File: src/rtl/kbd_pkg.sv
// Shared types and constants for the 4x4 keypad scanner.
package kbd_pkg;

  localparam int unsigned KEY_W = 4;
  localparam int unsigned COLS  = 4;
  localparam int unsigned ROWS  = 4;

  localparam logic [COLS-1:0] COL_RESET = 4'b1110;

  typedef enum logic [1:0] {
    StScan     = 2'd0,
    StDebounce = 2'd1,
    StPressed  = 2'd2
  } kbd_state_e;

  // Lowest-index low row wins when several rows are pulled down.
  function automatic logic [1:0] first_low(input logic [ROWS-1:0] rows);
    logic [1:0] idx;
    idx = '0;
    for (int i = ROWS - 1; i >= 0; i--) begin
      if (!rows[i]) idx = i[1:0];
    end
    return idx;
  endfunction

  function automatic logic [1:0] col_index(input logic [COLS-1:0] cols_n);
    logic [1:0] idx;
    idx = '0;
    for (int i = 0; i < COLS; i++) begin
      if (!cols_n[i]) idx = i[1:0];
    end
    return idx;
  endfunction

endpackage

File: src/rtl/scan_tick.sv
// Free-running prescaler producing a one-clk tick every TICK_DIV clocks.
module scan_tick #(
  parameter int unsigned TICK_DIV = 40000
) (
  input  logic clk_i,
  input  logic reset_i,
  output logic tick_o
);

  localparam int unsigned CntW = $clog2(TICK_DIV);

  logic [CntW-1:0] cnt_q, cnt_d;

  assign tick_o = (cnt_q == CntW'(TICK_DIV - 1));

  always_comb begin
    cnt_d = tick_o ? '0 : cnt_q + CntW'(1);
  end

  always_ff @(posedge clk_i) begin
    if (reset_i) cnt_q <= '0;
    else         cnt_q <= cnt_d;
  end

endmodule

File: src/rtl/keypad_scanner.sv
// 4x4 active-low key matrix scanner with tick-based debounce; one key_valid per press.
module keypad_scanner
  import kbd_pkg::*;
#(
  parameter int unsigned TICK_DIV       = 40000,
  parameter int unsigned DEBOUNCE_TICKS = 4
) (
  input  logic             clk,
  input  logic             reset,
  input  logic [ROWS-1:0]  row_n,
  output logic [COLS-1:0]  col_n,
  output logic [KEY_W-1:0] key_code,
  output logic             key_valid,
  output logic             key_held
);

  localparam int unsigned CntW = $clog2(DEBOUNCE_TICKS + 1);

  logic             tick;
  logic [ROWS-1:0]  row_meta_q, rows_s_q;
  kbd_state_e       state_q, state_d;
  logic [COLS-1:0]  col_n_q, col_n_d, col_rot;
  logic [1:0]       row_idx_q, row_idx_d, col_idx_q, col_idx_d;
  logic [CntW-1:0]  cnt_q, cnt_d, cnt_inc;
  logic [KEY_W-1:0] key_code_q, key_code_d;
  logic             key_valid_q, key_valid_d;
  logic             key_held_q, key_held_d;
  logic             row_low;

  scan_tick #(
    .TICK_DIV(TICK_DIV)
  ) u_scan_tick (
    .clk_i  (clk),
    .reset_i(reset),
    .tick_o (tick)
  );

  assign col_rot = {col_n_q[COLS-2:0], col_n_q[COLS-1]};
  assign cnt_inc = cnt_q + CntW'(1);
  assign row_low = !rows_s_q[row_idx_q];

  always_comb begin
    state_d     = state_q;
    col_n_d     = col_n_q;
    row_idx_d   = row_idx_q;
    col_idx_d   = col_idx_q;
    cnt_d       = cnt_q;
    key_code_d  = key_code_q;
    key_valid_d = 1'b0;
    key_held_d  = key_held_q;
    if (tick) begin
      unique case (state_q)
        StScan: begin
          if (rows_s_q == '1) begin
            col_n_d = col_rot;
          end else begin
            row_idx_d = first_low(rows_s_q);
            col_idx_d = col_index(col_n_q);
            cnt_d     = '0;
            state_d   = StDebounce;
          end
        end
        StDebounce: begin
          if (row_low) begin
            if (cnt_inc == CntW'(DEBOUNCE_TICKS)) begin
              key_code_d  = {row_idx_q, col_idx_q};
              key_valid_d = 1'b1;
              key_held_d  = 1'b1;
              cnt_d       = '0;
              state_d     = StPressed;
            end else begin
              cnt_d = cnt_inc;
            end
          end else begin
            // Bounce: abandon silently and move on to the next column.
            col_n_d = col_rot;
            state_d = StScan;
          end
        end
        StPressed: begin
          if (!row_low) begin
            if (cnt_inc == CntW'(DEBOUNCE_TICKS)) begin
              key_held_d = 1'b0;
              cnt_d      = '0;
              col_n_d    = col_rot;
              state_d    = StScan;
            end else begin
              cnt_d = cnt_inc;
            end
          end else begin
            cnt_d = '0;
          end
        end
        default: state_d = StScan;
      endcase
    end
  end

  always_ff @(posedge clk) begin
    if (reset) begin
      row_meta_q  <= '1;
      rows_s_q    <= '1;
      state_q     <= StScan;
      col_n_q     <= COL_RESET;
      row_idx_q   <= '0;
      col_idx_q   <= '0;
      cnt_q       <= '0;
      key_code_q  <= '0;
      key_valid_q <= 1'b0;
      key_held_q  <= 1'b0;
    end else begin
      row_meta_q  <= row_n;
      rows_s_q    <= row_meta_q;
      state_q     <= state_d;
      col_n_q     <= col_n_d;
      row_idx_q   <= row_idx_d;
      col_idx_q   <= col_idx_d;
      cnt_q       <= cnt_d;
      key_code_q  <= key_code_d;
      key_valid_q <= key_valid_d;
      key_held_q  <= key_held_d;
    end
  end

  assign col_n     = col_n_q;
  assign key_code  = key_code_q;
  assign key_valid = key_valid_q;
  assign key_held  = key_held_q;

endmodule

File: config.mk
export PLATFORM = sky130hd
export DESIGN_NAME = keypad_scanner
export DESIGN_NICKNAME = d
export VERILOG_FILES = /design/src/rtl/kbd_pkg.sv /design/src/rtl/scan_tick.sv /design/src/rtl/keypad_scanner.sv
export SDC_FILE = /design/constraint.sdc
export NUM_CORES = 1
export LEC_CHECK = 0
export CORE_ASPECT_RATIO = 1.1
export CORE_UTILIZATION = 61
export DETAILED_ROUTE_END_ITERATION = 12
export PLACE_DENSITY = 0.83
export SLEW_MARGIN = 20
export SYNTH_ARGS = -nofsm -noshare
export SYNTH_HDL_FRONTEND = slang
export SYNTH_SLANG_ARGS = --single-unit
export TNS_END_PERCENT = 30
File: constraint.sdc
create_clock -name clk -period 4.1 [get_ports clk]
set_input_delay 0.615 -clock clk [delete_from_list [all_inputs] [get_ports clk]]
set_output_delay 0.615 -clock clk [all_outputs]
set_load 0.005 [all_outputs]
==> summary.txt <==
crit-path cells - clkdlybuf4s50_1 > nand2b_1 > nor2_1
Core Rows - 21
Met1 Wirelength - 1.644 mm
Fin. Hold Viols - 0
crit path max fanout - 31
Async SR Flop Fraction - 0%
total gr overflow - 0
Int Pwr - 0.0005660 W
YS warnings - 0
reg-to-reg startpoint - u_scan_tick.cnt_q[0]
maximum clock path buffer count - 2
status - completed
post-synth top area cell - dfxtp_1
# IOs - 16
post-synthesis net count - 217
Avg Cell Area, Syn - 9.905 um2
CP arrival - 2.40 ns
Post-synth EDFFs - 0
Hold/Removal Path Class - flip-flop to flip-flop
Final Setup Violations - 0
Initial Util - 64.85%
hold_buf cts - 0
Clock Latency Late Sink - 0.35 ns
DR WL/cell - 13.89 um
routed vias - 1469
relative slew slack - 36.74%
Main synth FF type - dfxtp_1
Max Used Layer - met4
H-tree depth - 2
Pleak - 0.8574 nW
Final ANT Viol Nets - 0
period utilization - 52.91%
area grow syn2layout - 12.63%
antenna violations before repair - 0
RSZ-0062 raised after global routing - false
crit start category - input port
iteration count of the initial detailed-routing pass - 4
mapped cell area - 0.002011 mm2
clock sinks - 43
Buf+Inv Stages, Crit Path - 1
routed length on met2 - 1.710 mm
critical path class - input port to flip-flop
R2R cell count - 6
sequential share of power - 59.2%
Yosys top cell area share - 42.81%
top cells by area, synth - dfxtp_1, mux2i_1, nor2_1, ha_1, xor2_1
# fillers - 221
clk slew on worst S/H paths - 0.13 ns
die area - 0.003530 mm2
Avg Vias per Cell - 5.761
pin count of the biggest net entering global routing - 32
CP required - 4.33 ns
clock buffer count from CTS - 5
Die Wd - 56.74 um
DR iter-0 viols - 77
die height - 62.22 um
core box area - 0.003100 mm2
TritonCTS clock tree - built
post-synth cell types - 38
Comb pwr share - 3.9%
synthesized instance count - 203
Worst Setup EP - u_scan_tick.cnt_q[14]
ant diodes - 0
Max-cap violations - 0
NetSw - 0.0001584 W
CP delay by family, top - buffers and inverters
IO buf count - 15
max-slew violations - 0
sequential fraction of the synthesis area - 42.81%
worst hold margin - 0.4236 ns
worst hold path depth - 1
slowest stage cell, crit path - clkdlybuf4s50_1
Root Buffer - clkbuf_4
fin crit period - 2.169 ns
layout cells sized above 1 - 12.67%
via count of the first global-routing pass - 1417
routed wire length - 3.541 mm
top-count cell post-synth - dfxtp_1
VDD IR max - 0.2078 mV
maximum achievable frequency - 0.4610 GHz
first-pass GRT wire length - 6.265 mm
largest stage delay on the critical path - 1.09 ns
setup repair bufs after CTS - 0
GRT Total Usage - 22.76%
Setup TNS - 0 ns
FF-to-FF End - col_idx_q[1]
HPWL Detailed - 2.580 mm
post-CTS sizing - 0
WP depth - 3
Clock Skews - 0.005523 ns
worst setup path start - reset
crit path capture type - flip-flop
Pwr Density - 319.9 mW/mm2
clock power share - 36.9%
met3 routed WL - 111 um
Synth Register Bits - 43
final net count - 234
leading cell types by count after synthesis - dfxtp_1, nor2_1, mux2i_1, nand2_1
placer congestion estimate - 0.8840
Tightest Pin Transition - 0.9459 ns
switch share - 21.86%
R2R setup slack - 2.09 ns
DRC - 0
## sequential cells by signal, indices dropped and copies added, names as in the netlist
register,count
col_n,4
u_scan_tick.cnt_q,16
state_q,2
key_valid,1
row_idx_q,2
key_held,1
row_meta_q,4
col_idx_q,2
cnt_q,3
key_code,4
rows_s_q,4
## power by group through the flow
stage / sequential (W) / combinational [W] / clock [W]
finish: 0.000429 / 0.0000284 / 0.000267
detailed placement: 0.000438 / 0.0000283 / 0
CTS: 0.000429 / 0.0000284 / 0.000272
floorplan: 0.000437 / 0.0000207 / 0
global placement: 0.000437 / 0.0000267 / 0
global route: 0.000430 / 0.0000318 / 0.000297
## kinds of logic after synthesis
kind of cell	Yosys count	share of synthesized area, %
multiplexers	15	8.214
adder cells (fa/ha/maj)	8	4.978
XOR/XNOR	15	7.468
flip-flops	43	42.81
AND/OR/NAND/NOR	97	27.75
AO/OA/AOI/OAI	15	6.845
buffers and inverters	10	1.929
## cell type report
class	instances	area (um2)	share of cell area (%)
Sequential cell	43	860.8	38.01
Multi-Input combinational cell	150	1111	49.06
Inverter	5	18.77	0.8287
Clock buffer	5	37.54	1.657
Clock inverter	3	43.79	1.934
Tap cell	34	42.54	1.878
Timing Repair Buffer	15	150.1	6.630
## stage by stage
stage	instances	area (um2)	utilization (%)	setup WS (ns)	total power, W
after floorplan	203	2011	-	2.397	0.0004573
after global placement	247	2183	70.42	1.670	0.0004640
after detailed placement	247	2183	70.42	1.553	0.0004662
after CTS	255	2265	73.04	1.934	0.0007293
after global routing	255	2265	73.04	1.766	0.0007591
final	255	2265	73.04	1.931	0.0007244
## routing by layer
| metal | vias to the layer above | GRT usage [%] |
|---|---|---|
| li1 | 730 | - |
| met1 | 701 | 28.23 |
| met2 | 30 | 37.05 |
| met3 | 8 | 6.250 |
| met4 | 0 | 9.451 |
| met5 | - | 0 |
## worst min-delay path by stage
stage | startpoint | endpoint | slack (ns)
floorplan | row_meta_q[0] | rows_s_q[0] | 0.39
global placement | row_meta_q[1] | rows_s_q[1] | 0.40
detailed placement | row_meta_q[2] | rows_s_q[2] | 0.39
CTS | row_meta_q[2] | rows_s_q[2] | 0.42
global route | row_meta_q[3] | rows_s_q[3] | 0.43
finish | row_meta_q[2] | rows_s_q[2] | 0.42
## placed cells by master (no fill, tap or decap), types with 2 or more instances in the layout
cell / synthesis / routed
nand2b_1: 8 / 8
nor4b_4: 2 / 2
nor2_1: 32 / 32
o21ai_1: 3 / 3
xnor2_1: 6 / 6
nand2_1: 11 / 11
xor2_1: 8 / 8
nor4_1: 2 / 2
and2_1: 2 / 2
and4_1: 3 / 3
nand3_1: 8 / 8
nor3_1: 5 / 5
and3_1: 5 / 5
nand4_1: 2 / 2
dfxtp_1: 43 / 43
clkdlybuf4s50_1: 0 / 15
clkbuf_4: 0 / 5
nand3b_1: 5 / 5
ha_1: 8 / 8
a31oi_1: 2 / 2
mux2_2: 2 / 2
or2_2: 8 / 8
a21oi_1: 3 / 3
inv_1: 5 / 5
mux2i_1: 12 / 12
(Power assumes the default switching activity.)
